`src/rtl/adpcm_pkg.sv`:
```
// ==== adpcm_pkg : shared types and constants for the ADPCM predictor (rev 1.0) ====
`default_nettype none

package adpcm_pkg;

  localparam int N_ZERO = 6;
  localparam int N_POLE = 2;
  localparam int N_TAPS = N_ZERO + N_POLE;
  localparam int TAP_W  = 3;
  localparam int TMR_W  = 8;

  localparam logic [TAP_W-1:0] TAP_B1        = 3'd0;
  localparam logic [TAP_W-1:0] TAP_LAST_ZERO = 3'(N_ZERO - 1);
  localparam logic [TAP_W-1:0] TAP_A1        = 3'd6;
  localparam logic [TAP_W-1:0] TAP_A2        = 3'(N_TAPS - 1);

  typedef enum logic [1:0] {
    IDLE = 2'd0,
    RUN  = 2'd1,
    DONE = 2'd2
  } seq_state_e;

endpackage

`default_nettype wire

```
`src/rtl/adap_pred_ack_timer.sv`:
```
// ==== adap_pred_ack_timer : loadable down-counter guarding the FMULT handshake (rev 1.0) ====
`default_nettype none

module adap_pred_ack_timer #(
  parameter int               CNT_W    = 8,
  parameter logic [CNT_W-1:0] LOAD_VAL = 8'd16
) (
  input  logic clk,
  input  logic reset,
  input  logic clear,
  input  logic load,
  input  logic dec,
  output logic expire
);

  logic [CNT_W-1:0] cnt_q;
  logic [CNT_W-1:0] cnt_d;

  always_comb begin
    cnt_d = cnt_q;
    if (clear) begin
      cnt_d = '0;
    end else if (load) begin
      cnt_d = LOAD_VAL;
    end else if (dec && (cnt_q != '0)) begin
      cnt_d = cnt_q - CNT_W'(1);
    end
  end

  // Expiry fires on the last permitted waiting cycle, so the request stays up
  // for exactly LOAD_VAL un-acked cycles.
  assign expire = dec && (cnt_q == CNT_W'(1));

  always_ff @(posedge clk) begin
    if (!reset) begin
      cnt_q <= '0;
    end else begin
      cnt_q <= cnt_d;
    end
  end

endmodule

`default_nettype wire

```
`src/rtl/adap_pred_seq.sv`:
```
// ==== adap_pred_seq : steps FMULT through 6 zero + 2 pole taps, accumulates SEZ/SE (rev 1.0) ====
`default_nettype none

module adap_pred_seq
  import adpcm_pkg::*;
#(
  parameter int WAN_W       = 16,
  parameter int ACK_TIMEOUT = 16
) (
  input  logic             clk,
  input  logic             reset,
  input  logic             scan_in0,
  input  logic             scan_en,
  output logic             scan_out0,
  input  logic             start,
  input  logic             mul_ack,
  input  logic [WAN_W-1:0] mul_wan,
  output logic             mul_req,
  output logic [2:0]       tap_idx,
  output logic             busy,
  output logic [WAN_W-2:0] sez,
  output logic             sez_valid,
  output logic [WAN_W-2:0] se,
  output logic             se_valid,
  output logic             overrun,
  output logic             timeout
);

  seq_state_e       state_q, state_d;
  logic [WAN_W-1:0] acc_q, acc_d;
  logic [TAP_W-1:0] tap_q, tap_d;
  logic [WAN_W-2:0] sez_q, sez_d;
  logic [WAN_W-2:0] se_q, se_d;
  logic             sez_valid_q, sez_valid_d;
  logic             se_valid_q, se_valid_d;
  logic             overrun_q, overrun_d;
  logic             timeout_q, timeout_d;

  logic [WAN_W-1:0] acc_sum;
  logic             tmr_clear;
  logic             tmr_load;
  logic             tmr_dec;
  logic             tmr_expire;
  logic             unused_scan;

  assign unused_scan = scan_in0 ^ scan_en;

  adap_pred_ack_timer #(
    .CNT_W    (TMR_W),
    .LOAD_VAL (TMR_W'(ACK_TIMEOUT))
  ) u_ack_timer (
    .clk    (clk),
    .reset  (reset),
    .clear  (tmr_clear),
    .load   (tmr_load),
    .dec    (tmr_dec),
    .expire (tmr_expire)
  );

  // Two's-complement accumulation wraps naturally at WAN_W bits.
  assign acc_sum = acc_q + mul_wan;

  always_comb begin
    state_d     = state_q;
    acc_d       = acc_q;
    tap_d       = tap_q;
    sez_d       = sez_q;
    se_d        = se_q;
    sez_valid_d = 1'b0;
    se_valid_d  = 1'b0;
    overrun_d   = 1'b0;
    timeout_d   = 1'b0;
    tmr_clear   = 1'b0;
    tmr_load    = 1'b0;
    tmr_dec     = 1'b0;

    case (state_q)
      IDLE, DONE: begin
        tap_d = TAP_B1;
        if (start) begin
          state_d  = RUN;
          acc_d    = '0;
          tmr_load = 1'b1;
        end else begin
          state_d   = IDLE;
          tmr_clear = 1'b1;
        end
      end

      RUN: begin
        overrun_d = start;
        if (mul_ack) begin
          acc_d    = acc_sum;
          tmr_load = 1'b1;
          if (tap_q == TAP_LAST_ZERO) begin
            sez_d       = acc_sum[WAN_W-1:1];
            sez_valid_d = 1'b1;
          end
          if (tap_q == TAP_A2) begin
            // SE is captured here so it is presented during the DONE cycle.
            state_d    = DONE;
            tap_d      = TAP_B1;
            se_d       = acc_sum[WAN_W-1:1];
            se_valid_d = 1'b1;
            tmr_clear  = 1'b1;
          end else begin
            tap_d = tap_q + TAP_W'(1);
          end
        end else begin
          tmr_dec = 1'b1;
          if (tmr_expire) begin
            state_d   = IDLE;
            tap_d     = TAP_B1;
            timeout_d = 1'b1;
            tmr_clear = 1'b1;
          end
        end
      end

      default: begin
        state_d   = IDLE;
        tap_d     = TAP_B1;
        tmr_clear = 1'b1;
      end
    endcase
  end

  always_ff @(posedge clk) begin
    if (!reset) begin
      state_q     <= IDLE;
      acc_q       <= '0;
      tap_q       <= '0;
      sez_q       <= '0;
      se_q        <= '0;
      sez_valid_q <= 1'b0;
      se_valid_q  <= 1'b0;
      overrun_q   <= 1'b0;
      timeout_q   <= 1'b0;
    end else begin
      state_q     <= state_d;
      acc_q       <= acc_d;
      tap_q       <= tap_d;
      sez_q       <= sez_d;
      se_q        <= se_d;
      sez_valid_q <= sez_valid_d;
      se_valid_q  <= se_valid_d;
      overrun_q   <= overrun_d;
      timeout_q   <= timeout_d;
    end
  end

  assign scan_out0 = 1'b0;
  assign mul_req   = (state_q == RUN);
  assign busy      = (state_q == RUN);
  assign tap_idx   = tap_q;
  assign sez       = sez_q;
  assign se        = se_q;
  assign sez_valid = sez_valid_q;
  assign se_valid  = se_valid_q;
  assign overrun   = overrun_q;
  assign timeout   = timeout_q;

endmodule

`default_nettype wire

```
`config.mk`:
```
export PLATFORM = sky130hd
export DESIGN_NAME = adap_pred_seq
export DESIGN_NICKNAME = d
export VERILOG_FILES = /design/src/rtl/adpcm_pkg.sv /design/src/rtl/adap_pred_ack_timer.sv /design/src/rtl/adap_pred_seq.sv
export SDC_FILE = /design/constraint.sdc
export NUM_CORES = 1
export LEC_CHECK = 0
export ABC_AREA = 1
export BUFFER_PORTS_ARGS = -buffer_cell sky130_fd_sc_hd__buf_2
export CORE_UTILIZATION = 40
export CTS_CLUSTER_SIZE = 8
export DETAILED_ROUTE_END_ITERATION = 7
export SYNTH_ARGS = -nofsm -noshare
export SYNTH_HDL_FRONTEND = slang
export SYNTH_SLANG_ARGS = --single-unit
```
`constraint.sdc`:
```
create_clock -name clk -period 2.15 [get_ports clk]
set_clock_uncertainty 0.05 [all_clocks]
set_input_delay 0.215 -clock clk [delete_from_list [all_inputs] [get_ports clk]]
set_output_delay 0.215 -clock clk [all_outputs]
set_load 0.02 [all_outputs]
```
# After elaboration in Yosys (flattened, before gate mapping)
# Cells that the tools add are included.
[word_totals]
mem_bits_rw = 0
register_bits = 63
input_bits = 22
rom_bits = 0
elab_cells = 66
latch_bits = 0
n_memories = 0
out_inout_bits = 40
[op_classes]
div = 0
n_reduce_logical = 17
order_cmp = 0
mul = 0
addsub = 3
n_shift = 0
eq_ne = 9
n_bitwise = 2
n_mux = 24
[ops]
columns = ["operator", "count"]
rows = [
  ["$mux W16", 2],
  ["$pmux W16 S2", 1],
  ["$add A16 B16 Y16", 1],
  ["$reduce_and A3 Y1", 4],
  ["$mux W1", 10],
  ["$mux W5", 2],
  ["$mux W3", 3],
  ["$eq A8 B1 Y1 const B", 1],
  ["$reduce_bool A8 Y1", 1],
  ["$sub A8 B1 Y8 const B", 1],
  ["$eq A3 B3 Y1 const B", 2],
  ["$mux W2", 3],
  ["$ne A3 B2 Y1 const B", 2],
  ["$reduce_bool A2 Y1", 3],
  ["$reduce_or A3 Y1", 2],
  ["$ne A2 B2 Y1 const B", 2],
  ["$pmux W1 S2", 2],
  ["$pmux W2 S2", 1],
  ["$reduce_and A2 Y1", 2],
  ["$reduce_or A2 Y1", 2],
  ["$add A3 B1 Y3 const B", 1],
  ["$eq A2 B1 Y1 const B", 1],
  ["$eq A2 B2 Y1 const B", 1],
  ["$logic_and A1 B1 Y1", 2],
  ["other kinds (2)", 3],
]

# Depth between registers and ports, before layout
# Gate-level depths: netlist of run 1.
[depth]
word_depth = 7
ltp_mapped = 12
mapped_depth_nobuf = 12

# Cells and area by module
# A second synthesis of run 1 with hierarchy kept.
[hier_totals]
cells_unflattened = 537
area_unflattened_um2 = 3595.9
[by_module_without_submodules]
columns = ["module", "area_per_inst_um2", "seq_area_each_um2", "n_inst", "cells_per_inst"]
rows = [
  ["adap_pred_seq", 3067.9, 1101.1, 1, 457],
  ["adap_pred_ack_timer", 528.0, 160.2, 1, 80],
]

# Least setup slack after synthesis of run 1
# Ideal clock, no wire load.
[synth_timing]
kind = "reg-to-reg"
start = "reg acc_q[0]"
end = "reg se_q[5], in the netlist se[5]"
required_ns = 1.975
stages_incl_launch_ff = 10
setup_ns = 0.125
path_slack_ns = 0.430
synth_period_minus_slack_ns = 1.720
n_path_buf = 0
arrival_time_ns = 1.544
cell_sequence = "dfxtp_1 ha_1 fa_1 nand2_1 nand2_1 nand3_1 nand2_1 or2_2 nand2_1 o21ai_0"
[synth_via]
elab_chain_len = 1
[synth_lines]
columns = ["element", "line_no", "rtl"]
rows = [
  ["start, declared", "adap_pred_seq.sv:30", "logic [WAN_W-1:0] acc_q, acc_d;"],
  ["start signal, assigned", "adap_pred_seq.sv:131", "acc_q <= '0;"],
  ["start signal, assigned", "adap_pred_seq.sv:141", "acc_q <= acc_d;"],
  ["$add A16 B16 Y16", "adap_pred_seq.sv:61", "assign acc_sum = acc_q + mul_wan;"],
  ["end signal, assigned", "adap_pred_seq.sv:134", "se_q <= '0;"],
  ["end signal, assigned", "adap_pred_seq.sv:144", "se_q <= se_d;"],
  ["end, declared", "adap_pred_seq.sv:33", "logic [WAN_W-2:0] se_q, se_d;"],
]
# Every way passes these cells.
# A chain may end at the register's enable or synchronous reset.

# Worst setup path in the final report of run 1
[layout_timing]
start = "reg acc_q[0]"
end = "reg sez_q[13], in the netlist sez[13]"
[layout_via]
elab_chain_len = 1
[layout_lines]
columns = ["element", "line_no", "rtl"]
rows = [
  ["$add A16 B16 Y16", "adap_pred_seq.sv:61", ""],
  ["end signal, assigned", "adap_pred_seq.sv:143", "sez_q <= sez_d;"],
  ["end, declared", "adap_pred_seq.sv:32", "logic [WAN_W-2:0] sez_q, sez_d;"],
]
# Every way passes these cells.

==> run summary, run 1 <==
Status -> completed
Post-Syn Area -> 0.00342 mm²
Clk_lat worst skew -> 0.34 ns
Core Area -> 0.00826 mm²
Layout Cells excl Fill -> 668
Port buffer count -> 58
Fin. max-slew vios -> 0
First-pass GRT wire length -> 13.8 mm
# placed instances -> 652
Avg Vias per Cell -> 4.71
Peak VDD IR -> 0.271 mV
Initial DRT Pass Iterations -> 4
Final hold vios -> 0
CP max stage delay -> 0.40 ns
Arrival @ worst endpoint -> 2.10 ns
DR vias -> 3145
Yosys warns -> 0
CP top delay family -> simple AND/OR/NAND/NOR gates
Root buffer cell -> clkbuf_8
Number of buffers created by CTS -> 9
Syn Nets -> 537
Net Sw Frac -> 27.5%
R2R Path Start -> acc_q[0]
Die area -> 0.00892 mm²
Post CTS Setup Buffer Count -> 0
Synth unique cells -> 39
Lkg Pwr -> 2.10 nW
Worst R2R End -> sez[13]
Period utilization -> 89.1%
Layout cells sized above 1 -> 17.1%
Final min period -> 1.92 ns
FMAX -> 522 MHz
Average size of a mapped cell -> 6.92 µm²
Crit path buffers/inverters -> 1
Largest net degree at the start of global routing -> 20
H-tree depth -> 3
CTS resizes -> 0
Internal -> 1.87 mW
Number of buffers inserted by hold repair at cts -> 0
Row count -> 33
Post-detail-place hpwl -> 6.24 mm
Clock power share -> 40.1%
DIE WIDTH -> 94.4 µm
Max Cap Violations -> 0
Cell count after synthesis -> 494
Crit-path max FO -> 4
CP required -> 2.34 ns
Pwr/cell area -> 643 mW/mm²
#FFs+latches synth -> 63
Crit. End Element -> register
HP Start -> start
Seq/Total Area, Yosys -> 36.9%
Routability cong. -> 0.873
Antenna viol nets, final -> 0
CTS max path bufs -> 2
Number of global-route vias before repair -> 3047
TNS Setup -> 0 ns
R2R Setup Slk -> 0.23 ns
Initial antenna violation count -> 0
Routed WL -> 8.13 mm
TritonCTS clock tree -> yes
# IOs -> 62
Starting Density -> 41.4%
GR Util All Layers -> 20.1%
Clock-pin slew on the worst setup and hold paths -> 0.07 ns
# setup viols final -> 0
Sequential power share -> 46.5%
Unrepaired setup endpoints after global routing -> false
Clock Sinks -> 63
NumNets Final -> 601
DRC Markers -> 0
Initial DRC count -> 145
Setup Crit Path Kind -> reg -> reg
CP max-delay cell -> fa_1
Psw -> 0.706 mW
Hold crit path type -> in -> reg
Top cell by count, worst path -> nand2_1
Hold Path Depth -> 3
Global route total overflow -> 0
Worst-path cell chain -> ha_1 > fa_1 > nand2_1 > nand2_1 > nand3_1 > nand2_1 > nand2_1 > nand2_1 > nand2_1 > nand3_1 > nand2_1 > inv_1
Worst reg2reg path depth -> 12
Area Growth Syn to Fin -> 17.1%
Worst Hold End -> overrun
CP startpoint kind -> register
Post-DR wirelength/cell -> 12.2 µm
Diode count -> 0
Combinational Power Share -> 13.4%
Chip height -> 94.4 µm
==> per-stage QoR <==
step / hold WS, ns / utilization (%) / total power [mW] / worst slack [ns] / area [µm²]
2_1_floorplan: 0.277 / - / 1.47 / 0.430 / 3420
3_3_place_gp: 0.385 / 46.1 / 1.56 / 0.200 / 3810
3_5_place_dp: 0.391 / 46.1 / 1.57 / 0.193 / 3810
4_1_cts: 0.0467 / 48.5 / 2.59 / 0.224 / 4000
5_1_grt: 0.0538 / 48.5 / 2.70 / 0.0396 / 4000
6_report: 0.0610 / 48.5 / 2.57 / 0.234 / 4000
==> registers in the layout, indices dropped and copies added, names as in the netlist <==
| signal | count |
|---|---|
| acc_q | 16 |
| se | 15 |
| sez | 15 |
| u_ack_timer.cnt_q | 8 |
| tap_idx | 3 |
| state_q | 2 |
| overrun | 1 |
| se_valid | 1 |
| sez_valid | 1 |
| timeout | 1 |
==> synth_stat cells <==
cell | number | area share, %
nor2_2 | 2 | 0.37
and2_1 | 4 | 0.73
clkinv_1 | 1 | 0.11
nand3_4 | 1 | 0.51
o21ai_1 | 8 | 1.2
buf_4 | 2 | 0.44
nor2_8 | 1 | 0.59
nand3_1 | 44 | 6.4
xor2_1 | 8 | 2.0
nand2_4 | 2 | 0.66
a21o_1 | 1 | 0.22
a21boi_0 | 1 | 0.22
a21oi_1 | 31 | 4.5
nor2_1 | 36 | 4.0
nand2_1 | 143 | 16
buf_6 | 2 | 0.66
o21ai_0 | 17 | 2.5
xnor2_1 | 1 | 0.26
or2_2 | 5 | 0.92
inv_4 | 2 | 0.37
conb_1 | 1 | 0.11
clkinv_4 | 1 | 0.26
inv_2 | 1 | 0.11
clkbuf_1 | 2 | 0.22
o22ai_1 | 1 | 0.18
fa_1 | 1 | 0.59
a21oi_2 | 1 | 0.26
nand4_1 | 2 | 0.37
buf_2 | 3 | 0.44
dfxtp_1 | 63 | 37
nand2_2 | 2 | 0.37
or2_1 | 1 | 0.18
inv_1 | 69 | 7.6
a31oi_1 | 5 | 0.92
nor3_1 | 5 | 0.73
nor2_4 | 2 | 0.66
or2_0 | 1 | 0.18
o21ai_2 | 1 | 0.26
ha_1 | 20 | 7.3
==> area by class of cell <==
cell class | count | area, µm²
Sequential cell | 63 | 1260
Clock inverter | 3 | 42.5
Tap cell | 105 | 131
Clock buffer | 13 | 149
Fill cell | 872 | 4260
Multi-Input combinational cell | 348 | 1810
Timing Repair Buffer | 62 | 320
Inverter | 74 | 288
==> how the worst max path moves through the flow <==
stage	from	end	slack (ns)	cells after the start
6_report	acc_q[0]	sez[13]	0.23	12
5_1_grt	acc_q[0]	sez[13]	0.04	12
4_1_cts	acc_q[0]	sez[13]	0.22	12
3_5_place_dp	mul_wan[0]	sez[13]	0.19	13
3_3_place_gp	mul_wan[0]	sez[13]	0.20	13
2_1_floorplan	acc_q[0]	se[5]	0.43	9
==> routing by layer <==
layer  vias up  part of all wire [%]  routed length (µm)  track usage (%)
met1      1399                    50                4060             25.7
li1       1684                     -                   -                -
met2        58                    45                3660             33.6
met5         -                     0                   0                0
met4         0                  0.81                  66             6.92
met3         4                   4.3                 347             4.03
==> worst min-delay path: stages <==
cell and delay, ns:
buf_2 0.11, inv_1 0.04, nor2_1 0.03
==> placed cells by master (no fill, tap or decap), drive strengths merged <==
cell type  netlist  final
clkbuf           2     13
a21o             1      1
o21ai           26     26
fa               1      1
nand3           45     45
nor3             5      5
nor2            41     41
nand2          147    147
or2              7      7
xor2             8      8
clkinv           2      3
buf              7     62
clkinvlp         0      1
dfxtp           63     63
a21oi           32     32
o22ai            1      1
ha              20     20
inv             72     72
a31oi            5      5
a21boi           1      1
and2             4      4
xnor2            1      1
bufinv           0      1
conb             1      1
nand4            2      2
==> power groups by stage <==
| stage | clock, mW | sequential [mW] | combinational (mW) |
|---|---|---|---|
| finish | 1.03 | 1.20 | 0.345 |
| global route | 1.11 | 1.20 | 0.395 |
| CTS | 1.05 | 1.20 | 0.347 |
| detailed placement | 0 | 1.22 | 0.345 |
| global placement | 0 | 1.22 | 0.342 |
| floorplan | 0 | 1.22 | 0.252 |
==> cells by family (layout without fill, tap and decap cells) <==
| kind of cell | after synthesis | after routing | share of synthesized area [%] |
|---|---|---|---|
| buf+inv | 83 | 152 | 10.2 |
| flops | 63 | 63 | 36.9 |
| xor+xnor | 9 | 9 | 2.31 |
| fa+ha+maj | 21 | 21 | 7.91 |
| other cells | 1 | 1 | 0.110 |
| simple gates | 251 | 251 | 32.4 |
| compound gates | 66 | 66 | 10.2 |
Note: power is estimated with default switching activity, not from simulation.
==> run 2, diff against run 1 <==
==> constraint.sdc (replaced) <==
create_clock -name clk -period 2.1 [get_ports clk]
set_clock_uncertainty 0.05 [all_clocks]
set_input_delay 0.21 -clock clk [delete_from_list [all_inputs] [get_ports clk]]
set_output_delay 0.21 -clock clk [all_outputs]
set_load 0.01 [all_outputs]
==> run summary, run 2 (synthesis gave the netlist of run 1 again) <==
Crit-path max FO -> 4
DIE WIDTH -> 94.4 µm
Period utilization -> 90.4%
TNS Setup -> 0 ns
Hold Path Depth -> 3
Global route total overflow -> 0
DRC Markers -> 0
Number of buffers created by CTS -> 9
Die area -> 0.00892 mm²
GR Util All Layers -> 20.4%
Core Area -> 0.00826 mm²
Top cell by count, worst path -> nand2_1
CP top delay family -> adder cells
Setup ws final -> 0.201 ns
Antenna viol nets, final -> 0
Post-DR wirelength/cell -> 12.3 µm
Initial antenna violation count -> 0
Starting Density -> 41.4%
Unrepaired setup endpoints after global routing -> false
CTS max path bufs -> 2
CP max stage delay -> 0.41 ns
Worst reg2reg path depth -> 12
CP startpoint kind -> register
Area of the multi-input gates -> 0.00181 mm²
Status -> completed
Number of global-route vias before repair -> 2992
Max FFs per register -> 16
Port buffer count -> 58
Post-detail-place hpwl -> 6.24 mm
Row count -> 33
Lkg Pwr -> 2.11 nW
Layout cells sized above 1 -> 17.6%
Clk_lat worst skew -> 0.34 ns
Clock-pin slew on the worst setup and hold paths -> 0.07 ns
Avg Vias per Cell -> 4.76
Largest register by flop count -> acc_q
TritonCTS clock tree -> yes
Setup Crit Path Kind -> reg -> reg
Worst-path cell chain -> ha_1 > fa_1 > nand2_1 > nand2_1 > nand3_1 > nand2_2 > nand2_1 > nand2_1 > nand2_1 > nand2_1 > o21ai_0 > inv_1
Max Cap Violations -> 0
Routability cong. -> 0.867
Filler Cell Count -> 881
Post CTS Setup Buffer Count -> 0
Initial DRT Pass Iterations -> 4
Clock Sinks -> 63
Diode count -> 0
CP required -> 2.28 ns
Final min period -> 1.90 ns
Arrival @ worst endpoint -> 2.08 ns
Crit. End Element -> register
Initial DRC count -> 156
Pre-CTS WS -> 0.134 ns
DR vias -> 3182
Pwr/cell area -> 672 mW/mm²
Largest net degree at the start of global routing -> 20
Highest-count cells in the layout ignoring fill and taps -> nand2_1 (141), inv_1 (69), dfxtp_1 (63), buf_2 (58), nand3_1 (44)
Crit path depth -> 12
Area Growth Syn to Fin -> 17.8%
Number of buffers inserted by hold repair at cts -> 0
H-tree depth -> 3
Hold slack -> 0.0557 ns
Sequential Area -> 0.00126 mm²
Peak VDD IR -> 0.407 mV
FMAX -> 527 MHz
Fin. max-slew vios -> 0
Crit path buffers/inverters -> 1
# IOs -> 62
NumNets Final -> 601
First-pass GRT wire length -> 14.0 mm
Final hold vios -> 0
Hold crit path type -> in -> reg
Most common cell after layout, fill and taps aside -> nand2_1
CTS resizes -> 0
# setup viols final -> 0
Routed WL -> 8.24 mm
Chip height -> 94.4 µm
CP max-delay cell -> fa_1
Root buffer cell -> clkbuf_8
==> run 2: cell count changes in the layout (fill, tap and decap cells not counted), sizes merged <==
cell / delta
clkbuf: +1
clkinv: -1
==> run 2: path summary, 6_finish.rpt <==
check	from	slack, ns	endpoint
setup / recovery	acc_q[0]	0.20	sez[9]
hold / removal	start	0.06	overrun
setup reg to reg	acc_q[0]	0.20	sez[9]
hold reg to reg	se[6]	0.40	se[6]
==> run 2: area by class of cell <==
| type | instances | area share (%) |
|---|---|---|
| Multi-Input combinational cell | 348 | 45.1 |
| Sequential cell | 63 | 31.3 |
| Timing Repair Buffer | 62 | 7.96 |
| Inverter | 74 | 7.15 |
| Clock buffer | 14 | 4.29 |
| Tap cell | 105 | 3.26 |
| Clock inverter | 2 | 0.933 |
==> run 2: per-stage QoR <==
step	instances	instance area (µm²)	util, %	power (mW)
after floorplan	494	3420	-	1.50
after global placement	652	3810	46.1	1.60
after global routing	668	4030	48.7	2.84
final	668	4030	48.7	2.70
after detailed placement	652	3810	46.1	1.60
after CTS	668	4020	48.7	2.73
==> run 2: worst min-delay path, cell delays in order <==
cell    delay (ns)
buf_2         0.11
inv_1         0.05
nor2_1        0.03
==> run 2: metal layers <==
layer	part of all wire [%]	global-route usage, %	vias to the layer above	wire [µm]
met4	1.4	6.92	0	116
li1	-	-	1687	-
met2	44	33.0	67	3640
met3	4.2	4.19	11	346
met5	0	0	-	0
met1	50	27.0	1417	4140
==> run 2: power breakdown <==
group / switching [mW] / internal [mW]
Combinational: 0.237 / 0.117
Clock: 0.478 / 0.647
Sequential: 0.0119 / 1.21
Total: 0.727 / 1.98
==> run 3, diff against run 2 <==
--- a/config.mk
+++ b/config.mk
@@ -5,7 +5,6 @@
 export SDC_FILE = /design/constraint.sdc
 export NUM_CORES = 1
 export LEC_CHECK = 0
-export ABC_AREA = 1
 export BUFFER_PORTS_ARGS = -buffer_cell sky130_fd_sc_hd__buf_2
 export CORE_UTILIZATION = 40
 export CTS_CLUSTER_SIZE = 8
==> run summary, run 3 <==
Row count -> 31
Seq/Total Area, Yosys -> 41.9%
Post-detail-place hpwl -> 5.46 mm
Finished Cell Area -> 0.00397 mm²
Synth unique cells -> 57
Arrival @ worst endpoint -> 2.62 ns
Combinational Power Share -> 15.6%
DIE WIDTH -> 88.7 µm
First-pass GRT wire length -> 12.3 mm
Cell count after synthesis -> 330
Clock Sinks -> 63
Area Growth Syn to Fin -> 31.9%
Final min period -> 2.44 ns
Chip height -> 88.7 µm
CP max stage delay -> 0.38 ns
Internal -> 1.85 mW
DRC Markers -> 0
Largest net degree at the start of global routing -> 19
Sequential power share -> 47.7%
Initial DRT Pass Iterations -> 4
Clock power share -> 36.7%
FMAX -> 410 MHz
Top-count cell post-synth -> dfxtp_1
Syn Nets -> 373
Crit-path max FO -> 2
Max FFs per register -> 16
Most frequent cells after synthesis -> dfxtp_1 (63), nand2_1 (36), nor2_1 (34)
Layout cells sized above 1 -> 32.7%
Hold crit path type -> in -> reg
Number of buffers created by CTS -> 9
Root buffer cell -> clkbuf_8
CP max-delay cell -> a221o_2
H-tree depth -> 3
# setup viols final -> 16
Most used DFF post-synth -> dfxtp_1
Routability cong. -> 0.818
Die area -> 0.00787 mm²
Fin. max-slew vios -> 0
GR Util All Layers -> 21.1%
Crit. End Element -> register
DR vias -> 2714
Starting Density -> 41.5%
# IOs -> 62
Most common cell after layout, fill and taps aside -> dfxtp_1
Clock-pin slew on the worst setup and hold paths -> 0.07 ns
Post-synth EDFFs -> 0
Layout Cells excl Fill -> 524
Psw -> 0.724 mW
Antenna viol nets, final -> 0
Async SR Flop Fraction -> 0%
Peak VDD IR -> 0.255 mV
Largest register by flop count -> acc_q
Biggest area consumer among synthesized cells -> dfxtp_1
Initial antenna violation count -> 0
Setup Crit Path Kind -> reg -> reg
Highest-count cells in the layout ignoring fill and taps -> dfxtp_1 (62), buf_2 (58), nand2_1 (35), nor2_1 (34), buf_4 (34)
Clk_lat worst skew -> 0.35 ns
Area share of the largest cell type after synthesis -> 41.9%
Number of global-route vias before repair -> 2535
Status -> complete, but fails checks
Area contributors post-synth -> dfxtp_1 (42%), ha_1 (8.3%), a22o_1 (5.8%), nand2_1 (4.5%), nor2_1 (4.2%)
# placed instances -> 503
Post-DP Area -> 0.00361 mm²
#FFs+latches synth -> 63
CP required -> 2.29 ns
Pwr/cell area -> 647 mW/mm²
CTS max path bufs -> 2
Post-Syn Area -> 0.00301 mm²
Average size of a mapped cell -> 9.12 µm²
Avg Vias per Cell -> 5.18
Unrepaired setup endpoints after global routing -> true
Failing checks -> negative setup slack
Routed WL -> 7.83 mm
Lkg Pwr -> 1.83 nW
TritonCTS clock tree -> yes
Diode count -> 0
Post-DR wirelength/cell -> 14.9 µm
Global route total overflow -> 0
NumNets Final -> 463
CP startpoint kind -> register
Max Cap Violations -> 0
Core Area -> 0.00725 mm²
Period utilization -> 116%
TNS Setup -> -3.30 ns
Yosys warns -> 0
Port buffer count -> 58
Net Sw Frac -> 28.2%
Initial DRC count -> 101
Setup ws final -> -0.336 ns
Worst-path cell chain -> ha_4 > fa_2 > a21oi_4 > o21ai_2 > a221o_2 > a311oi_4 > buf_4 > xnor2_2 > a22o_1
Final hold vios -> 0
[run 3: cell types whose count changed in the layout (fill, tap and decap cells not counted), moves of 5 or more]
cell and delta:
a21oi_1 -12, xnor2_1 +10, nand2_1 -106, xor2_1 -5, inv_1 -56, buf_4 +30, o21ai_0 -12, o21ai_1 -8
or2_2 -5, and3_1 +8, a22o_1 +20, nand3_1 -35
[run 3: power by group through the flow]
stage	combinational, mW	sequential [mW]	clock (mW)
finish	0.401	1.23	0.943
global route	0.438	1.23	1.02
CTS	0.382	1.22	0.959
detailed placement	0.350	1.25	0
global placement	0.346	1.25	0
floorplan	0.225	1.25	0
[run 3: stage by stage]
step	worst slack, ns	utilization [%]	hold WS [ns]	power [mW]
after floorplan	-0.279	-	0.302	1.48
after global placement	-0.362	49.7	0.392	1.60
after detailed placement	-0.390	49.7	0.394	1.60
after CTS	-0.337	53.5	0.0506	2.57
after global routing	-0.409	54.7	0.0681	2.69
final	-0.336	54.7	0.0555	2.57
[run 3: what timing repair did]
action | CTS | global route
pin swaps | 7 | 7
setup endpoints to repair | 24 | 27
buffers inserted | 3 | 3
gates resized for setup | 13 | 12
hold buffers | 0 | 0
endpoints found under the hold margin | 0 | 0
[run 3: cell families after synthesis]
family / after synthesis / share of synthesized area, %
mux: 2 / 0.707
flops: 63 / 41.9
fa+ha+maj: 21 / 8.98
buf+inv: 27 / 3.66
xor+xnor: 18 / 5.70
other cells: 1 / 0.125
compound gates: 88 / 22.4
simple gates: 110 / 16.5
[run 3: layout make-up]
cell class	instances	area, µm²
inverter	13	48.8
tap	99	124
clock inverter	6	36.3
fill	692	3280
sequential	63	1260
multi-input combinational	240	1800
timing repair buffer	93	557
clock buffer	10	138
[run 3: worst paths after layout]
check        cells past startpoint        end  slack [ns]  startpoint
min                              2    overrun        0.06       start
max                              9  acc_q[12]       -0.34    acc_q[0]
max reg2reg                      9  acc_q[12]       -0.34    acc_q[0]
min reg2reg                      2     sez[6]        0.41      sez[6]
[run 3: worst max-delay path, delay by kind of cell, from the launching register on]
| family | cells | cell delay [ns] |
|---|---|---|
| flip-flops | 1 | 0.34 |
| XOR/XNOR | 1 | 0.07 |
| buffers and inverters | 1 | 0.19 |
| adder cells (fa/ha/maj) | 2 | 0.53 |
| AO/OA/AOI/OAI | 5 | 1.15 |
[run 3: layer usage]
layer,wire length (µm),GRT usage (%)
met4,90,9.24
met2,3620,33.6
met5,0,0
met3,431,3.82
met1,3680,28.0
